--- src/rtl/mem_access_stage.sv ---
`default_nettype none
// ============================================================================
// Module   : mem_access_stage
// Purpose  : MEM stage of a 5-stage pipeline. Issues one data-memory access
//            per load/store over a level req / one-cycle ack handshake,
//            stalls the pipeline while the access is outstanding, aborts an
//            access that waits too long, and registers the MEM/WB results.
// Revision : 1.0 - initial release
//
// Parameters
//   TIMEOUT_CYCLES  WAIT-state cycles allowed before an access is aborted
//                   (1..255)
//
// Optional feature
//   MEM_ALIGN_CHECK_EN  when defined, a load/store whose address has
//                       ALUresult_i[1:0] != 0 is not issued; misalign_o
//                       pulses and the instruction is squashed. When
//                       undefined, addresses pass unchecked and misalign_o
//                       is tied 0.
//
// Ports
//   clk_i, rst_i            clock, synchronous active-high reset
//   ALUresult_i             byte address or non-load writeback value
//   RS2data_i               store data
//   RDaddr_i                destination register
//   MemRead_i, MemWrite_i,
//   MemtoReg_i, RegWrite_i  pipeline control from EX/MEM
//   dmem_req_o, dmem_we_o   memory request (level) and write enable
//   dmem_addr_o,
//   dmem_wdata_o            registered address / store data
//   dmem_ack_i,
//   dmem_rdata_i            completion strobe and load data
//   stall_o                 freezes EX/MEM and upstream stages
//   RDdata_o, RDaddr_o,
//   RegWrite_o              registered MEM/WB outputs
//   err_o                   sticky access-timeout flag
//   misalign_o              one-cycle misaligned-access pulse
// ============================================================================
module mem_access_stage #(
  parameter int TIMEOUT_CYCLES = 16
) (
  input  logic        clk_i,
  input  logic        rst_i,
  input  logic [31:0] ALUresult_i,
  input  logic [31:0] RS2data_i,
  input  logic [4:0]  RDaddr_i,
  input  logic        MemRead_i,
  input  logic        MemWrite_i,
  input  logic        MemtoReg_i,
  input  logic        RegWrite_i,
  output logic        dmem_req_o,
  output logic        dmem_we_o,
  output logic [31:0] dmem_addr_o,
  output logic [31:0] dmem_wdata_o,
  input  logic        dmem_ack_i,
  input  logic [31:0] dmem_rdata_i,
  output logic        stall_o,
  output logic [31:0] RDdata_o,
  output logic [4:0]  RDaddr_o,
  output logic        RegWrite_o,
  output logic        err_o,
  output logic        misalign_o
);

  // Counter value seen in the last permitted WAIT cycle.
  localparam logic [7:0] TMO_LAST = 8'(TIMEOUT_CYCLES - 1);

  typedef enum logic [0:0] {
    S_IDLE = 1'b0,
    S_WAIT = 1'b1
  } state_t;

  state_t      state;
  state_t      next_state;
  logic [7:0]  wait_cnt;
  logic        mem_op;
  logic        misaligned;
  logic        issue;
  logic        misalign_drop;
  logic        timeout;
  logic        abort;

  assign mem_op = MemRead_i | MemWrite_i;

`ifdef MEM_ALIGN_CHECK_EN
  assign misaligned = mem_op & (ALUresult_i[1:0] != 2'b00);
`else
  assign misaligned = 1'b0;
`endif

  assign issue         = mem_op & ~misaligned;
  // Misalignment can only be detected when a new instruction is presented;
  // in WAIT the EX/MEM latch is frozen on an already-accepted access.
  assign misalign_drop = (state == S_IDLE) & misaligned;

  // --------------------------------------------------------------------------
  // FSM: state register
  // --------------------------------------------------------------------------
  always_ff @(posedge clk_i) begin
    if (rst_i) begin
      state <= S_IDLE;
    end else begin
      state <= next_state;
    end
  end

  // --------------------------------------------------------------------------
  // FSM: next state and stall. Ack wins over timeout in the same cycle.
  // --------------------------------------------------------------------------
  always_comb begin
    next_state = state;
    stall_o    = 1'b0;
    timeout    = 1'b0;
    abort      = 1'b0;
    unique case (state)
      S_IDLE: begin
        if (issue) begin
          stall_o    = 1'b1;
          next_state = S_WAIT;
        end
      end
      S_WAIT: begin
        timeout = (wait_cnt == TMO_LAST);
        if (dmem_ack_i) begin
          next_state = S_IDLE;
        end else if (timeout) begin
          abort      = 1'b1;
          next_state = S_IDLE;
        end else begin
          stall_o = 1'b1;
        end
      end
      default: next_state = S_IDLE;
    endcase
  end

  assign dmem_req_o = (state == S_WAIT);

  // Counts WAIT cycles; zero on the first WAIT cycle of every access.
  always_ff @(posedge clk_i) begin
    if (rst_i || state != S_WAIT) begin
      wait_cnt <= '0;
    end else begin
      wait_cnt <= wait_cnt + 8'd1;
    end
  end

  // --------------------------------------------------------------------------
  // Request registers: captured once on issue, stable for the whole access.
  // A simultaneous read+write is treated as a store.
  // --------------------------------------------------------------------------
  always_ff @(posedge clk_i) begin
    if (rst_i) begin
      dmem_addr_o  <= '0;
      dmem_wdata_o <= '0;
      dmem_we_o    <= 1'b0;
    end else if (state == S_IDLE && issue) begin
      dmem_addr_o  <= ALUresult_i;
      dmem_wdata_o <= RS2data_i;
      dmem_we_o    <= MemWrite_i;
    end
  end

  // Sticky timeout flag.
  always_ff @(posedge clk_i) begin
    if (rst_i) begin
      err_o <= 1'b0;
    end else if (abort) begin
      err_o <= 1'b1;
    end
  end

  // --------------------------------------------------------------------------
  // MEM/WB register. A stalled edge inserts a bubble and holds data; an
  // aborted or misaligned instruction advances but never writes back.
  // --------------------------------------------------------------------------
  always_ff @(posedge clk_i) begin
    if (rst_i) begin
      RDdata_o   <= '0;
      RDaddr_o   <= '0;
      RegWrite_o <= 1'b0;
    end else if (stall_o) begin
      RegWrite_o <= 1'b0;
    end else begin
      RDaddr_o   <= RDaddr_i;
      RDdata_o   <= MemtoReg_i ? dmem_rdata_i : ALUresult_i;
      RegWrite_o <= RegWrite_i & ~abort & ~misalign_drop;
    end
  end

`ifdef MEM_ALIGN_CHECK_EN
  always_ff @(posedge clk_i) begin
    if (rst_i) begin
      misalign_o <= 1'b0;
    end else begin
      misalign_o <= misalign_drop;
    end
  end
`else
  assign misalign_o = 1'b0;
`endif

endmodule
`default_nettype wire

--- config.mk ---
export PLATFORM = sky130hd
export DESIGN_NAME = mem_access_stage
export DESIGN_NICKNAME = d
export VERILOG_FILES = /design/src/rtl/mem_access_stage.sv
export SDC_FILE = /design/constraint.sdc
export NUM_CORES = 1
export LEC_CHECK = 0
export CAP_MARGIN = 0
export CORE_ASPECT_RATIO = 1.4
export CORE_MARGIN = 1
export CORE_UTILIZATION = 44
export CTS_CLUSTER_DIAMETER = 200
export DETAILED_ROUTE_END_ITERATION = 8
export PLACE_DENSITY = 0.88
export SETUP_SLACK_MARGIN = 0.1
export SLEW_MARGIN = 10
export SYNTH_ARGS = -nofsm -noshare
export SYNTH_HDL_FRONTEND = slang
export SYNTH_SLANG_ARGS = --single-unit
--- constraint.sdc ---
create_clock -name clk_i -period 3.4 [get_ports clk_i]
set_input_delay 0.34 -clock clk_i [delete_from_list [all_inputs] [get_ports clk_i]]
set_output_delay 0.34 -clock clk_i [all_outputs]
set_load 0.03 [all_outputs]
# After elaboration in Yosys (flattened, before gate mapping)

Index checks and enable logic that the tools add are counted.

Word-level logic and storage cells: 26
Bits in registers: 113
Output and inout bits: 107

Reduce and logical (&&, ||, !) cells: 3
Bitwise gates (word level): 4
Add/subtract/negate cells: 1
Muxes and demuxes: 8
Eq/ne operators: 1

Operators with widths:

| cell                | count |
|---|---|
| $mux 32             | 1 |
| $add 8x1->8 const B | 1 |
| $eq 8x4->1 const B  | 1 |
| $mux 1              | 6 |
| $not 1->1           | 2 |
| $pmux 1 s2          | 1 |
| $reduce_or 2->1     | 1 |
| $and 1x1->1         | 1 |
| $logic_and 1x1->1   | 1 |
| $logic_or 1x1->1    | 1 |
| $or 1x1->1          | 1 |

# Logic depth before layout (Yosys ltp)

Depth in word-level cells: 6
Mapped depth: 7

# Worst setup path after synthesis

OpenSTA, ideal clock, no wires.

Kind: register -> output
From: register wait_cnt[6]
To: output port stall_o
Data arrival time: 1.548 ns
Setup slack: 1.512 ns
Cell stages (with the launch flop): 7
Cells stage by stage: dfxtp_1 > or4_4 > o21ai_2 > and2_4 > buf_6 > buf_6 > inv_1

Longest elaborated chain between the ends: 4

Ends and longest elaborated chain:

| item                     | line | source |
|---|---|---|
| start: declaration       | 75   | `logic [7:0] wait_cnt;` |
| start signal: assignment | 144  | `wait_cnt <= wait_cnt + 8'd1;` |
| $eq 8x4->1               | 123  | `timeout = (wait_cnt == TMO_LAST);` |
| $mux 1                   | 126  | `end else if (timeout) begin` |
| $mux 1                   | 124  | `if (dmem_ack_i) begin` |
| $pmux 1 s2               | 115  | `unique case (state)` |
| end: declaration         | 57   | `output logic stall_o,` |

No other way between the ends.

# Worst setup path after layout

From: register state (netlist: dmem_req_o)
To: output port stall_o

Longest elaborated chain between the ends: 2

Ends and longest elaborated chain:

| item                     | line | source |
|---|---|---|
| start: declaration       | 73   | `state_t state;` |
| start signal: assignment | 103  | `state <= next_state;` |
| $not 1->1                | -    |  |
| $pmux 1 s2 (*)           | 115  |  |

Mark *: on every way between the ends. The rest lies on a longest branch, timed or not.

==> flow_summary.yaml <==
global_routing:
  track_usage_pct: 25.6
  grt_pass1_wl_mm: 21.0
  top_usage_layer: "met2"
  first_global_vias: 4396
  grt_max_degree: 102
  met1_usage_pct: 25.7
  grt_use_met2_pct: 45.7
  grt.overflow.total: 0
  use_met3_pct: 8.61
  antenna_found_initial: 0
cts:
  cts_resized: 0
  insertion_delay_ps: 400
  cts_max_path_buffers: 2
  cts.sinks: 113
  postCtsSetupBuffers: 0
  cts_hold_buf: 0
  cts_tree: "yes"
  htreeDepth: 4
  cts_made_buffers: 17
  cts_root_buf: "clkbuf_16"
  clk_pin_slew_worst_paths_ps: 50
layout:
  n_fill_cell: 743
  layout_common_cells: "clkdlybuf4s50_1 (211), nand2_1 (131), dfxtp_1 (113), a21oi_1 (99), mux2i_1 (33)"
  finalNetCount: 803
  multi_input_area_um2: 1990
  register_area_um2: 2260
  area_delta_synth_final_pct: 57.8
  post-route-util_pct: 72.3
  diodes: 0
  layout-drive-gt1-share_pct: 9.48
  final_common_cell: "clkdlybuf4s50_1"
die:
  core_area_um2: 10000
  rows: 43
  dieArea_um2: 10800
  io_pins: 215
  fp.dieH_um: 123
  start_util_pct: 45.8
  chipWidth_um: 88.3
logic_synthesis:
  syn_inst: 501
  synth_cell_types: 33
  ys_top_cells_by_area: "dfxtp_1 (49%), a21oi_1 (11%), nand2_1 (11%), mux2i_1 (7.2%), a211oi_2 (6.8%)"
  ys_warn_count: 0
  yosysTopAreaCell: "dfxtp_1"
  seq_area_frac_synth_pct: 49.3
  synth_nets: 610
  syn_area_per_cell_um2: 9.16
  ys_ff_latch: 113
  synth.top_cell.area_share_pct: 49.3
  syn_area_um2: 4590
placement:
  io_buffers: 213
  gp_congestion: 0.782
  hpwl_mm: 9.30
outcome:
  status: "completed"
worst_setup_path:
  r2r_end: "RDdata_o[10]$_SDFFE_PP0N_"
  cp.required_ps: 3060
  crit_path_start_kind: "flop"
  r2r_cells: 4
  cp-end-kind: "primary output"
  critPathMaxFanout: 5
  arrival_ps: 2240
  crit-reg2reg-launch: "dmem_req_o$_SDFF_PP0_"
  r2r_slack_ps: 1400
  crit_type: "reg -> out"
drt:
  drcViolationCount: 0
  drtAntennaViolNets: 0
  drt_iter0_drc: 124
  route.vias.total: 4312
  wl_per_cell_um: 16.2
  first_pass_iters: 4
  routed_via_density: 5.12
  totalWireLength_mm: 13.6
timing:
  finalSetupViolCount: 0
  slew_viol_final: 0
  finalSetupTns_ps: 0
  rsz0062_at_grt: "no"
  fin_worst_skew_ps: 8.42
  tightest_slew_ps: 1010
  hold_viol: 0
  fin_crit_ps: 2580
  maxSlewHeadroom_pct: 32.4
  period_share_pct: 75.9
  max_freq_mhz: 387
worst_hold_path:
  min_from: "wait_cnt[0]$_SDFF_PP0_"
  hold_path.class: "reg -> reg"
  min_path_cells: 1
  whs_endpoint: "wait_cnt[0]$_SDFF_PP0_"
power_and_ir_drop:
  leakage_nw: 2.75
  p_per_area_nw_per_um2: 585
  fin_total_pwr_mw: 4.24
  peakVddDrop_v: 0.000392
run:
  max_cap_viol_count: 0
metal layers:
layer / share of wire [%] / wire [µm]
met5: 0 / 0
met4: 3.6 / 487
met3: 6.7 / 918
met2: 53 / 7280
met1: 36 / 4950
Yosys cell counts:
library cell / instances
a211oi_1: 7
a211oi_2: 25
a21oi_1: 99
and2_4: 1
buf_1: 4
buf_12: 3
buf_2: 2
buf_4: 1
buf_6: 5
clkbuf_1: 19
clkbuf_8: 7
conb_1: 1
dfxtp_1: 113
dlygate4sd1_1: 3
ha_1: 1
inv_1: 2
mux2i_1: 33
nand2_1: 131
nand2b_1: 6
nand3_1: 2
nand4b_1: 5
nor2_1: 12
nor2b_1: 1
nor3_1: 1
nor4b_1: 1
o21ai_0: 7
o21ai_2: 1
or2_2: 1
or3_1: 1
or3_2: 1
or4_4: 1
xnor2_1: 2
xor2_1: 2
metrics by stage:
stage / hold slack (ps) / setup WS (ps) / cells / cell area, µm²
after floorplan: 418 / 1510 / 501 / 4590
after global placement: 428 / 949 / 810 / 6620
after detailed placement: 442 / 829 / 810 / 6620
after CTS: 454 / 790 / 842 / 7240
after global routing: 471 / 688 / 842 / 7240
final: 448 / 818 / 842 / 7240
power breakdown:
group	leakage [nW]	internal (mW)	switching (mW)
Combinational	1.52	0.395	0.503
Sequential	0.932	1.43	0.0584
Clock	0.296	1.26	0.587
Total	2.75	3.09	1.15
critical path: stages, from the launching register on:
cell and delay (ps):
dfxtp_1 460, nor2b_1 370, o21ai_4 100, and2_4 170
inv_1 50, clkdlybuf4s50_1 690
kinds of logic after synthesis:
kind of cell	synth area share (%)
mux	7.20
simple gates	15.0
other cells	0.0818
compound gates	19.7
flops	49.3
xor+xnor	0.764
fa+ha+maj	0.273
buf+inv	7.64
sequential cells by signal (all words and copies together), names as in the netlist:
name	flops
RDdata_o	32
dmem_addr_o	32
dmem_wdata_o	32
wait_cnt	8
RDaddr_o	5
RegWrite_o	1
dmem_req_o	1
dmem_we_o	1
err_o	1
worst max-delay path by stage:
stage | from | endpoint | cells past startpoint
5_1_grt | wait_cnt[0]$_SDFF_PP0_ | stall_o | 6
2_1_floorplan | wait_cnt[6]$_SDFF_PP0_ | stall_o | 6
6_report | dmem_req_o$_SDFF_PP0_ | stall_o | 5
4_1_cts | dmem_req_o$_SDFF_PP0_ | stall_o | 5
3_5_place_dp | MemWrite_i | RDdata_o[10]$_SDFFE_PP0N_ | 6
3_3_place_gp | MemWrite_i | RDdata_o[6]$_SDFFE_PP0N_ | 6
cell type report:
| cell class | instances | area share, % |
|---|---|---|
| repair buffers | 218 | 30.2 |
| multi-input cells | 342 | 27.5 |
| inverters | 2 | 0.104 |
| well taps | 135 | 2.33 |
| clock inverters | 10 | 2.18 |
| clock buffers | 22 | 6.41 |
| flip-flops and latches | 113 | 31.2 |
Note: power is estimated with default switching activity, not from simulation.
==> RTL change: new RTL, config.mk and constraints unchanged <==
Build with the macro `MEM_ALIGN_CHECK_EN` defined.
--- a/src/rtl/mem_access_stage.sv
+++ b/src/rtl/mem_access_stage.sv
@@ -38,2 +38,4 @@
 // ============================================================================
+`define MEM_ALIGN_CHECK_EN
+
 module mem_access_stage #(
Check against the original RTL: not equivalent (a bounded check fails within 4 cycles, from zero or initial values and one cycle with rst_i high).
==> RTL change against the unedited design <==
  * Final area fell by 0.54%
  * Via count increased by 0.16%
  * Core utilization rose by 0.39 points
  * Synthesized area fell by 2.1%
  * Synthesized cell count is 0.20% lower
  * Setup slack got worse by 100 ps
  * Global-route usage is 0.41 points lower
  * Power decreased by 11%
  * Critical endpoint unchanged
  * Wire length shrank 1.0%
  * Sequential cell count grew 1
==> RTL change: results (changes against the unedited design) <==
CP max stage cell=clkdlybuf4s50_1 (unchanged); hpwl dp=9320 µm (was 9300 µm); WL met1=5120 µm (was 4950 µm); Sw Ratio=0.251 (was 0.271); met3 WL post-DR=778 µm (was 918 µm); Compound-Gate Fraction of Synth Area=0.211 (was 0.197); GPL Wtd Cong=0.771 (was 0.782); share of layout cells above drive strength 1=0.0965 (was 0.0948); crit-path leading delay family=buffers and inverters (unchanged); Hold Crit Class=flop to flop (unchanged); status=finished, final reports clean (unchanged); largest net degree at the start of global routing=101 (was 102); clock buffer depth=2 (unchanged); terminus of the critical flop-to-flop path=RDdata_o[30] (was RDdata_o[10]); number of port buffers=214 (was 213); Commonest cells post-synth=nand2_1 (128), dfxtp_1 (114), a21oi_1 (102) (was nand2_1 (131), dfxtp_1 (113), a21oi_1 (99)); crit-path max cell delay=680 ps; Critical Path End=stall_o (unchanged); Leakage=0.00266 µW (was 0.00275 µW); GRT Util Overall=0.252 (was 0.256); first-pass GRT wire length=20600 µm (was 21000 µm); biggest regs=RDdata_o: 32 flops, dmem_addr_o: 32 flops, dmem_wdata_o: 32 flops (unchanged); Post-Synth XOR/XNOR Area=0.00975 (was 0.00764); post-layout min period=2680 ps (was 2580 ps); Max Fanout on Critical Path=6 (was 5); Syn Nets=609 (was 610); n_diodes=0 (unchanged); routed wl met2=7200 µm (was 7280 µm); adder-cell share of the synthesized area=0.00279 (was 0.00273); hold depth=1 (unchanged); vias in the first global route=4392 (was 4396); worst setup path startpoint=wait_cnt[0] (was dmem_req_o); # fillers=769 (was 743); Critical Path AT=2340 ps (was 2240 ps); FF-to-FF Start=wait_cnt[0] (was dmem_req_o); Synth cell types=30 (was 33); Avg Synthesized Cell Area=8.98 µm² (was 9.16 µm²); Routed WL=13500 µm (was 13600 µm); synth top area cells=dfxtp_1 (51%), a21oi_1 (11%), nand2_1 (11%) (was dfxtp_1 (49%), a21oi_1 (11%), nand2_1 (11%)); mux contribution to synthesized area=0.0713 (was 0.0720); DR vias/cell=5.14 (was 5.12); Clock Skew=15.8 ps (was 8.42 ps); sequential share of the synthesized area=0.508 (was 0.493); max layer used=met4 (unchanged); via count=4319 (was 4312); Yosys Warn Count=0 (unchanged); initial antenna violation count=0 (unchanged); H-tree depth=4 (unchanged); Worst Tran Pin Value=1050 ps (was 1010 ps); async set-or-reset flop fraction in the synthesized netlist=0 (unchanged); Peak VDD IR=439 µV (was 392 µV); Place WS=829 ps (about the same); Worst Reg-to-Reg Cells=5 (was 4); nets@finish=803 (unchanged); flop2flop setup slack=1330 ps (was 1400 ps); Synth Flop Type=dfxtp_1 (unchanged); violation count after the first detailed-route iteration=226 (was 124)
## RTL change: power by group through the flow
stage | registers [µW] | clock network [µW] | logic (µW)
2_1_floorplan | 1620 | 0 | 200
3_3_place_gp | 1470 | 0 | 655
3_5_place_dp | 1480 | 0 | 669
4_1_cts | 1450 | 1690 | 672
5_1_grt | 1460 | 1750 | 706
6_report | 1450 | 1660 | 669
## RTL change: worst min-delay path by stage
| stage | from | end | slack (ps) |
|---|---|---|---|
| CTS | wait_cnt[0] | wait_cnt[0] | 450 |
| detailed placement | wait_cnt[0] | wait_cnt[0] | 440 |
| finish | wait_cnt[0] | wait_cnt[0] | 440 |
| floorplan | wait_cnt[0] | wait_cnt[0] | 420 |
| global route | dmem_addr_o[29] | dmem_addr_o[29] | 470 |
| global placement | wait_cnt[0] | wait_cnt[0] | 430 |
## RTL change: kinds of logic (layout without fill, tap and decap cells)
kind of cell | Yosys count | after routing
AOI/OAI and AO/OA | 143 | 143
xor gates and xnor gates | 5 | 5
adders and majority gates | 1 | 1
and+or+nand+nor | 160 | 160
buffers and inverters | 45 | 250
DFF | 114 | 114
muxes | 32 | 32
## RTL change: per-stage QoR
step	instance area (µm²)	hold WS (ps)
3_5_place_dp	6640	439
6_report	7200	444
2_1_floorplan	4490	418
4_1_cts	7200	450
3_3_place_gp	6640	429
5_1_grt	7200	467
## RTL change: metal layers
metal	track usage	vias up
met5	0	-
met4	0.112	0
met3	0.0772	29
met2	0.450	140
met1	0.268	2052
li1	-	2098
## RTL change: final cells by class
| cell class | count | area [µm²] | area share |
|---|---|---|---|
| Sequential cell | 114 | 2280 | 0.317 |
| Inverter | 2 | 7.51 | 0.00104 |
| Clock buffer | 25 | 515 | 0.0716 |
| Clock inverter | 5 | 50.0 | 0.00695 |
| Timing Repair Buffer | 218 | 2160 | 0.301 |
| Multi-Input combinational cell | 341 | 2010 | 0.279 |
| Tap cell | 135 | 169 | 0.0235 |
